`src/rtl/light_uart_pkg.sv`:
```
// Shared constants and types for the LightUart receive path.
package light_uart_pkg;

  localparam int CHAR_WIDTH       = 8;
  localparam int OVERSAMPLE_SHIFT = 4;

  typedef enum logic [2:0] {
    IDLE      = 3'd0,
    START     = 3'd1,
    DATA      = 3'd2,
    STOP      = 3'd3,
    WAIT_IDLE = 3'd4
  } rx_state_e;

endpackage

```
`src/rtl/light_uart_sync_fifo.sv`:
```
// Single-clock show-ahead FIFO with full/empty flags and occupancy count.
// A push into a full FIFO is accepted when a pop happens in the same cycle.
module light_uart_sync_fifo #(
  parameter int DEPTH = 16,
  parameter int WIDTH = 8
) (
  input  logic                     clk,
  input  logic                     reset,
  input  logic                     wr_en_i,
  input  logic [WIDTH-1:0]         wr_data_i,
  input  logic                     rd_en_i,
  output logic [WIDTH-1:0]         rd_data_o,
  output logic                     full_o,
  output logic                     empty_o,
  output logic [$clog2(DEPTH):0]   fill_o
);

  localparam int AW = $clog2(DEPTH);

  logic [WIDTH-1:0] mem_q [DEPTH];
  logic [AW-1:0]    wr_ptr_q, rd_ptr_q;
  logic [AW:0]      fill_q;
  logic             wr_ok, rd_ok;

  assign full_o    = (fill_q == (AW+1)'(DEPTH));
  assign empty_o   = (fill_q == '0);
  assign fill_o    = fill_q;
  assign rd_data_o = mem_q[rd_ptr_q];

  assign rd_ok = rd_en_i && !empty_o;
  assign wr_ok = wr_en_i && (!full_o || rd_ok);

  // Storage write; entries carry no reset since occupancy governs validity.
  always_ff @(posedge clk) begin
    if (wr_ok) begin
      mem_q[wr_ptr_q] <= wr_data_i;
    end
  end

  // Pointer and occupancy bookkeeping; pointers wrap naturally at DEPTH.
  always_ff @(posedge clk) begin
    if (reset) begin
      wr_ptr_q <= '0;
      rd_ptr_q <= '0;
      fill_q   <= '0;
    end else begin
      if (wr_ok) wr_ptr_q <= wr_ptr_q + AW'(1);
      if (rd_ok) rd_ptr_q <= rd_ptr_q + AW'(1);
      case ({wr_ok, rd_ok})
        2'b10:   fill_q <= fill_q + (AW+1)'(1);
        2'b01:   fill_q <= fill_q - (AW+1)'(1);
        default: fill_q <= fill_q;
      endcase
    end
  end

endmodule

```
`src/rtl/light_uart_rx_fifo.sv`:
```
// UART receiver (8N1+, LSB first, 16x oversampled bit timing) feeding a byte
// FIFO with valid/ready output and an rts hold-off line for the transmitter.
module light_uart_rx_fifo
  import light_uart_pkg::*;
#(
  parameter int FIFO_DEPTH    = 16,
  parameter int RTS_THRESHOLD = 12,
  parameter int DBR_WIDTH     = 16
) (
  input  logic                          clk,
  input  logic                          reset,
  input  logic                          rxd,
  input  logic [DBR_WIDTH-1:0]          dbr,
  output logic [CHAR_WIDTH-1:0]         m_data,
  output logic                          m_valid,
  input  logic                          m_ready,
  output logic [$clog2(FIFO_DEPTH):0]   fill_level,
  output logic                          rts,
  output logic                          frame_err,
  output logic                          overrun,
  output logic                          busy
);

  localparam int CW = DBR_WIDTH + OVERSAMPLE_SHIFT;
  localparam int FW = $clog2(FIFO_DEPTH) + 1;
  localparam logic [FW-1:0] RTS_TH = FW'(RTS_THRESHOLD);

  logic                  sync1_q, rxd_s_q;
  rx_state_e             state_q, state_d;
  logic [CW-1:0]         cnt_q, cnt_d;
  logic [CW-1:0]         cpb_q, cpb_d;
  logic [2:0]            idx_q, idx_d;
  logic [CHAR_WIDTH-1:0] shift_q, shift_d;
  logic                  ferr_q, ferr_d;
  logic                  ovr_q, ovr_d;
  logic                  rts_q;
  logic                  push_req;
  logic                  pop;
  logic                  fifo_full, fifo_empty;
  logic [CW-1:0]         cpb_new;

  assign cpb_new = {dbr, {OVERSAMPLE_SHIFT{1'b0}}};
  assign pop     = m_valid && m_ready;

  // Two-flop synchronizer for the asynchronous serial line; resets to idle.
  always_ff @(posedge clk) begin
    if (reset) begin
      sync1_q <= 1'b1;
      rxd_s_q <= 1'b1;
    end else begin
      sync1_q <= rxd;
      rxd_s_q <= sync1_q;
    end
  end

  // Receive FSM: half-bit wait to centre on the start bit, then one bit per cpb.
  always_comb begin
    state_d  = state_q;
    cnt_d    = (cnt_q != '0) ? cnt_q - CW'(1) : cnt_q;
    cpb_d    = cpb_q;
    idx_d    = idx_q;
    shift_d  = shift_q;
    push_req = 1'b0;
    ferr_d   = 1'b0;
    ovr_d    = 1'b0;
    case (state_q)
      IDLE: begin
        if (!rxd_s_q && (dbr != '0)) begin
          cpb_d   = cpb_new;
          cnt_d   = (cpb_new >> 1) - CW'(1);
          state_d = START;
        end
      end
      START: begin
        if (cnt_q == '0) begin
          if (!rxd_s_q) begin
            cnt_d   = cpb_q - CW'(1);
            idx_d   = 3'd0;
            state_d = DATA;
          end else begin
            state_d = IDLE;
          end
        end
      end
      DATA: begin
        if (cnt_q == '0) begin
          shift_d[idx_q] = rxd_s_q;
          cnt_d          = cpb_q - CW'(1);
          if (idx_q == 3'd7) begin
            state_d = STOP;
          end else begin
            idx_d = idx_q + 3'd1;
          end
        end
      end
      STOP: begin
        if (cnt_q == '0) begin
          if (rxd_s_q) begin
            push_req = 1'b1;
            ovr_d    = fifo_full && !pop;
            state_d  = IDLE;
          end else begin
            ferr_d  = 1'b1;
            state_d = WAIT_IDLE;
          end
        end
      end
      WAIT_IDLE: begin
        if (rxd_s_q) state_d = IDLE;
      end
      default: state_d = IDLE;
    endcase
  end

  // FSM control registers and status pulses.
  always_ff @(posedge clk) begin
    if (reset) begin
      state_q <= IDLE;
      cnt_q   <= '0;
      cpb_q   <= '0;
      idx_q   <= '0;
      ferr_q  <= 1'b0;
      ovr_q   <= 1'b0;
    end else begin
      state_q <= state_d;
      cnt_q   <= cnt_d;
      cpb_q   <= cpb_d;
      idx_q   <= idx_d;
      ferr_q  <= ferr_d;
      ovr_q   <= ovr_d;
    end
  end

  // Assembled byte; only meaningful once a full frame has been shifted in.
  always_ff @(posedge clk) begin
    shift_q <= shift_d;
  end

  // Registered flow control; held in hold-off while reset is asserted.
  always_ff @(posedge clk) begin
    if (reset) rts_q <= 1'b1;
    else       rts_q <= (fill_level >= RTS_TH);
  end

  light_uart_sync_fifo #(
    .DEPTH (FIFO_DEPTH),
    .WIDTH (CHAR_WIDTH)
  ) u_fifo (
    .clk       (clk),
    .reset     (reset),
    .wr_en_i   (push_req),
    .wr_data_i (shift_q),
    .rd_en_i   (pop),
    .rd_data_o (m_data),
    .full_o    (fifo_full),
    .empty_o   (fifo_empty),
    .fill_o    (fill_level)
  );

  assign m_valid   = !fifo_empty;
  assign rts       = rts_q;
  assign frame_err = ferr_q;
  assign overrun   = ovr_q;
  assign busy      = (state_q != IDLE);

endmodule

```
`config.mk`:
```
export PLATFORM = sky130hd
export DESIGN_NAME = light_uart_rx_fifo
export DESIGN_NICKNAME = d
export VERILOG_FILES = /design/src/rtl/light_uart_pkg.sv /design/src/rtl/light_uart_sync_fifo.sv /design/src/rtl/light_uart_rx_fifo.sv
export SDC_FILE = /design/constraint.sdc
export NUM_CORES = 1
export LEC_CHECK = 0
export CORE_MARGIN = 8
export CORE_UTILIZATION = 30
export DETAILED_ROUTE_END_ITERATION = 8
export GPL_TIMING_DRIVEN = 0
export HOLD_SLACK_MARGIN = 0.08
export SETUP_SLACK_MARGIN = 0.1
export SLEW_MARGIN = 30
export SYNTH_ARGS = -nofsm -noshare
export SYNTH_HDL_FRONTEND = slang
export SYNTH_SLANG_ARGS = --single-unit
```
`constraint.sdc`:
```
create_clock -name clk -period 3 [get_ports clk]
set_input_delay 0.6 -clock clk [delete_from_list [all_inputs] [get_ports clk]]
set_output_delay 0.6 -clock clk [all_outputs]
set_load 0.005 [all_outputs]
```
=== After elaboration in Yosys (flattened, before gate mapping) ===
Memory sizes are Yosys's and may differ from the RTL's. A register that Yosys moved wholly into a read port is not among the register bits.
Index checks and enable logic that the tools add are counted.

* Memory bits (writable): 128
* Output and inout port bits: 18
* Input bits: 20
* Memories kept: 1
* Register bits: 68

* $add $sub $neg: 8
* Bitwise gates (word level): 3
* Reduce and logical (&&, ||, !) cells: 25
* Multiplexer cells: 32
* Magnitude comparators: 3
* Eq/ne operators: 16

{| class="wikitable"
|+ Memories
! memory !! depth !! width !! read ports !! clocked after Yosys merged registers in !! wr ports !! RTL line !! source
|-
| u_fifo.mem_q || 16 || 8 || 1 || 1 || 1 || light_uart_sync_fifo.sv:20 || <nowiki>logic [WIDTH-1:0] mem_q [DEPTH];</nowiki>
|}

{| class="wikitable"
|+ Operator list
! kind !! number
|-
| 20-bit 2-to-1 mux || 5
|-
| 20-bit case mux with 3 select lines || 1
|-
| 20-bit by 1-bit subtractor with 20-bit output, second input constant || 2
|-
| 3-bit 2-to-1 mux || 11
|-
| 20-bit zero test || 1
|-
| 20-bit nonzero test || 1
|-
| 19-bit by 1-bit subtractor with 20-bit output, second input constant || 1
|-
| 2-bit != test, second input constant || 8
|-
| 16-bit nonzero test || 1
|-
| 3-bit case mux with 5 select lines || 1
|-
| 5-bit case mux with 2 select lines || 1
|-
| 4-bit by 1-bit adder with 4-bit output, second input constant || 2
|-
| 8-bit bitwise mux || 1
|-
| 4-bit 2-to-1 mux || 2
|-
| 1-bit 2-to-1 mux || 7
|-
| 3-bit by 2-bit == test with 1-bit output, second input constant || 2
|-
| 3-bit == test, second input constant || 2
|-
| 1-bit logical AND || 6
|-
| 3-bit case mux with 2 select lines || 1
|-
| 6-bit AND reduction || 1
|-
| 5-bit by 1-bit adder with 5-bit output, second input constant || 1
|-
| 5-bit == test, second input constant || 1
|-
| 5-bit by 4-bit greater-or-equal comparator with 1-bit output, second input constant || 1
|-
| 5-bit zero test || 1
|-
| 19 further kinds || 26
|}

=== Logic depth before layout (Yosys ltp) ===
* Depth after elaboration: 8
* Depth in mapped cells: 15
* Gate-level depth less buffers: 14

=== Cells and area by module ===
A second synthesis with hierarchy kept.

* Cell total of the unflattened synthesis: 726
* Area, all modules: 9257.6 sq um

{| class="wikitable"
|+ By module, submodules not included
! module !! times used !! sequential area each (sq um) !! cells each !! area each (sq um)
|-
| light_uart_sync_fifo || 1 || 4184.0 || 328 || 5859.4
|-
| light_uart_rx_fifo || 1 || 1181.1 || 398 || 3398.3
|}

=== Worst setup path after synthesis ===
OpenSTA, ideal clock, no wires.

* Kind: flip-flop to flip-flop
* Start point: register cnt_q[0]
* End point: register u_fifo.fill_q[4] (netlist: u_fifo.fill_o[4])
* Data required time: 2930 ps
* Buffers on the path: 1
* Clock period less this slack: 3084 ps
* Library setup time: 70 ps
* Path slack: -84 ps
* Stages on the path, launching flop included: 15
* Data arrival time: 3013 ps
* Cell sequence: dfxtp_1 -> inv_1 -> ha_1 -> nor4b_1 -> and4_1 -> and4_1 -> buf_6 -> inv_2 -> ha_1 -> ha_1 -> nor2b_1 -> o21ai_0 -> a21oi_1 -> or4_1 -> a21oi_1

* Longest elaborated chain between the ends: 6
* Elaborated cells between the ends (all ways): 8

{| class="wikitable"
|+ Ends and longest elaborated chain
! element !! RTL line !! source
|-
| start, declared || light_uart_rx_fifo.sv:30 || <nowiki>logic [CW-1:0] cnt_q, cnt_d;</nowiki>
|-
| start signal, assigned || light_uart_rx_fifo.sv:126 || <nowiki>cnt_q <= cnt_d;</nowiki>
|-
| 20-bit zero test (*) || light_uart_rx_fifo.sv:97 || <nowiki>if (cnt_q == '0) begin</nowiki>
|-
| 1-bit 2-to-1 mux (*) || light_uart_rx_fifo.sv:97 ||
|-
| 1-bit 2-to-1 mux (*) || light_uart_rx_fifo.sv:66 || <nowiki>case (state_q)</nowiki>
|-
| 1-bit logical AND (*) || light_uart_sync_fifo.sv:31 || <nowiki>assign wr_ok = wr_en_i && (!full_o || rd_ok);</nowiki>
|-
| 2-bit by 1-bit == test with 1-bit output / 2-bit == test (equally long branches) || light_uart_sync_fifo.sv:49 || <nowiki>case ({wr_ok, rd_ok})</nowiki>
|-
| 5-bit case mux with 2 select lines / 2-bit nonzero test (equally long branches) || - ||
|-
| end signal, assigned || light_uart_sync_fifo.sv:50 || <nowiki>2'b10: fill_q <= fill_q + (AW+1)'(1);</nowiki>
|-
| end signal, assigned || light_uart_sync_fifo.sv:51 || <nowiki>2'b01: fill_q <= fill_q - (AW+1)'(1);</nowiki>
|-
| end signal, assigned || light_uart_sync_fifo.sv:52 || <nowiki>default: fill_q <= fill_q;</nowiki>
|-
| end, declared || light_uart_sync_fifo.sv:22 || <nowiki>logic [AW:0] fill_q;</nowiki>
|}

Every way passes the cells marked *; elsewhere a longest branch is shown, timed or not.
A chain may end at the register's enable or synchronous reset.

=== Final worst setup path ===
Ends and elaborated chain as after synthesis.

==> flow_summary.ini <==
[place]
dp_hpwl_microns = 14960
port_buffers = 36
place_ws_ns = -0.5813
gp_congestion = 0.8352

[clocking]
cts_made_buffers = 17
cts_max_level = 4
clockBufferDepth = 2
cts_num_sinks = 200
clock_latency_ns = 0.43
cts_tree = done
cts_root_buffer = clkbuf_16
clk_pin_slew_ns = 0.08
hold_buffers = 0

[final_layout]
antenna_cells = 0
areaGrowthSynthToFinish_pct = 22.07
drive_gt1_share_pct = 21.13
fin_util_pct = 37.25
final_nets = 819

[synthesis]
synth_area_leaders = edfxtp_1 (45%), dfxtp_1 (14%), mux4_2 (9.9%)
netlist_instances = 702
syn_area_per_cell_sq_um = 12.92
synth_top_cell_area_share_pct = 45.03
async_flop_share_pct = 0
ys.flop_type = edfxtp_1
synth_warnings = 0
synth_edf_count = 136
seq_area_frac_synth_pct = 59.16
yosysUniqueCellTypes = 66
syn-num-nets = 739
synth_area_sq_mm = 0.009069
yosys.area.top_type = edfxtp_1
ys_ff_latch = 200

[global_route]
grt_first_pass_wirelength_microns = 33640
grt_pass1_vias = 5971
grt_start_max_net_pins = 23
grt_usage_pct = 11.98
antenna_found_initial = 0
grt_overflow_total = 0

[hold_path]
hp-class = flip-flop to flip-flop

[floorplan]
core_sq_mm = 0.02972
rows = 63
io_pins = 38
dieArea_sq_mm = 0.03605
die_h_microns = 189.9
initial_utilization_pct = 30.52
die_w_microns = 189.9

[routing]
routedWlPerCell_microns = 18.34
routed_wl_microns = 21730
ant_nets = 0
drt_iter0_drc = 455
drtPass1Iterations = 5
vias = 6014
drc = 0
viasPerCell = 5.075

[timing]
timing.max_slew.rel_slack_pct = 42.88
finalHoldViolCount = 0
timing.final.crit_share_pct = 97.80
setup_slack_ns = 0.06604
max_freq_ghz = 0.3408
fin_skew_ns = 0.01084
whs_ns = 0.4100
final_max_slew_viol_count = 0
rsz0062_at_grt = yes
tightest_slew_ns = 0.8490
setup_viol = 0
period_minus_slack_ns = 2.934

[pwr]
power_density_mw_per_mm2 = 674.1
p_total_mw = 7.462
p_leak_nw = 3.624
peakVddDrop_mv = 0.5286

[flow_run]
drv_cap = 0

[setup_path]
worstPathArrival_ns = 3.30
start_kind = flip-flop
critPathKind = flip-flop to flip-flop
crit_path_end_kind = flip-flop
critical_path_required_ns = 3.36
critPathMaxFanout = 4

[outcome]
status = completed
==> sequential cells by signal (all words and copies together) (netlist names), 3 cells and up, named ones only <==
name / count
cnt_q: 20
cpb_q: 16
idx_q: 3
shift_q: 8
state_q: 3
u_fifo.fill_o: 5
u_fifo.mem_q: 128
u_fifo.rd_ptr_q: 4
u_fifo.wr_ptr_q: 4
==> worst paths after layout <==
| kind | from | to | slack, ns | cells after the start |
|---|---|---|---|---|
| worst min register to register | sync1_q | rxd_s_q | 0.41 | 1 |
| worst max-delay path | cnt_q[0] | u_fifo.fill_o[4] | 0.07 | 15 |
| worst min-delay path | sync1_q | rxd_s_q | 0.41 | 1 |
| worst max register to register | cnt_q[0] | u_fifo.fill_o[4] | 0.07 | 15 |
==> worst max-delay path: stages (launching register included) <==
cell and delay, ns:
dfxtp_4 0.37, inv_4 0.04, ha_4 0.15, nor4b_4 0.13
and4_1 0.23, and4_1 0.21, buf_6 0.13, inv_6 0.05
ha_4 0.16, inv_4 0.05, fa_2 0.38, nor2b_4 0.14
o21ai_2 0.08, and3_4 0.15, or4_4 0.47, a21oi_2 0.13
==> cell families after synthesis <==
kind of cell    count (synthesis)  synth area share [%]
compound gates                114                 7.864
xor+xnor                       33                 3.187
fa+ha+maj                      17                 2.428
buf+inv                        60                 2.856
flops                         200                 59.16
mux                            45                 10.49
simple gates                  233                 14.02
==> what timing repair did <==
action                                  CTS  global route
resized for setup                        72            25
pin swaps                                 7             9
setup buffers                            18             6
endpoints found under the setup margin   20            42
cloned                                    1             0
==> layer usage <==
metal,vias up,global-route usage (%),share of wire (%)
met3,26,2.563,3.9
met5,-,0,0
met1,2985,15.21,45
met4,0,3.428,1.8
li1,2857,-,-
met2,146,20.32,50
==> power breakdown <==
part           switching, mW  internal [mW]  leakage [nW]  total (mW)
logic                  0.984          0.743          1.57        1.73
clock network           1.17           1.31         0.315        2.48
registers              0.205           3.05          1.74        3.25
total                   2.36           5.10          3.62        7.46
==> area by class of cell <==
class / instances / area, sq um
multi-input cells: 442 / 3616
repair buffers: 61 / 590.6
fillers: 2843 / 18650
clock inverters: 15 / 230.2
clock buffers: 17 / 425.4
plain buffers: 39 / 260.3
well taps: 390 / 488.0
flip-flops and latches: 200 / 5371
inverters: 21 / 88.84
==> metrics by stage <==
step | instance area [sq um] | instances | TNS (ns)
6_report | 11070 | 1185 | 0
3_5_place_dp | 9965 | 1128 | -18.74
3_3_place_gp | 9945 | 1128 | -28.35
4_1_cts | 10910 | 1179 | 0
5_1_grt | 11070 | 1185 | -0.005631
2_1_floorplan | 9096 | 702 | 0
==> cells in the final DEF (no fill, tap or decap), drive strengths merged, types with 4 or more instances in the layout <==
master / n
edfxtp: 136
dfxtp: 64
nand2: 58
nor2: 49
buf: 49
a21oi: 44
mux4: 40
clkbuf: 40
inv: 29
nor3: 27
clkdlybuf4s50: 26
nor4: 24
xor2: 21
ha: 16
o21ai: 16
xnor2: 12
a22oi: 11
or4: 11
o22ai: 10
nand4: 9
nand3: 9
nand2b: 7
or3: 7
a21boi: 5
o31ai: 5
mux2i: 5
nor4b: 5
o211ai: 4
clkinv: 4
and3: 4
==> synth_stat cells (7+ instances only) <==
cell type	count
a21oi_1	43
a22oi_1	11
buf_2	9
clkbuf_1	23
dfxtp_1	64
edfxtp_1	136
ha_1	16
inv_1	20
mux4_2	40
nand2_1	58
nand2b_1	7
nand3_1	9
nand4_1	9
nor2_1	49
nor3_1	26
nor4_1	22
o21ai_0	11
o22ai_1	10
or3_1	7
or4_1	10
xnor2_1	12
xor2_1	21
No activity file was read; power rests on OpenSTA's default activity.
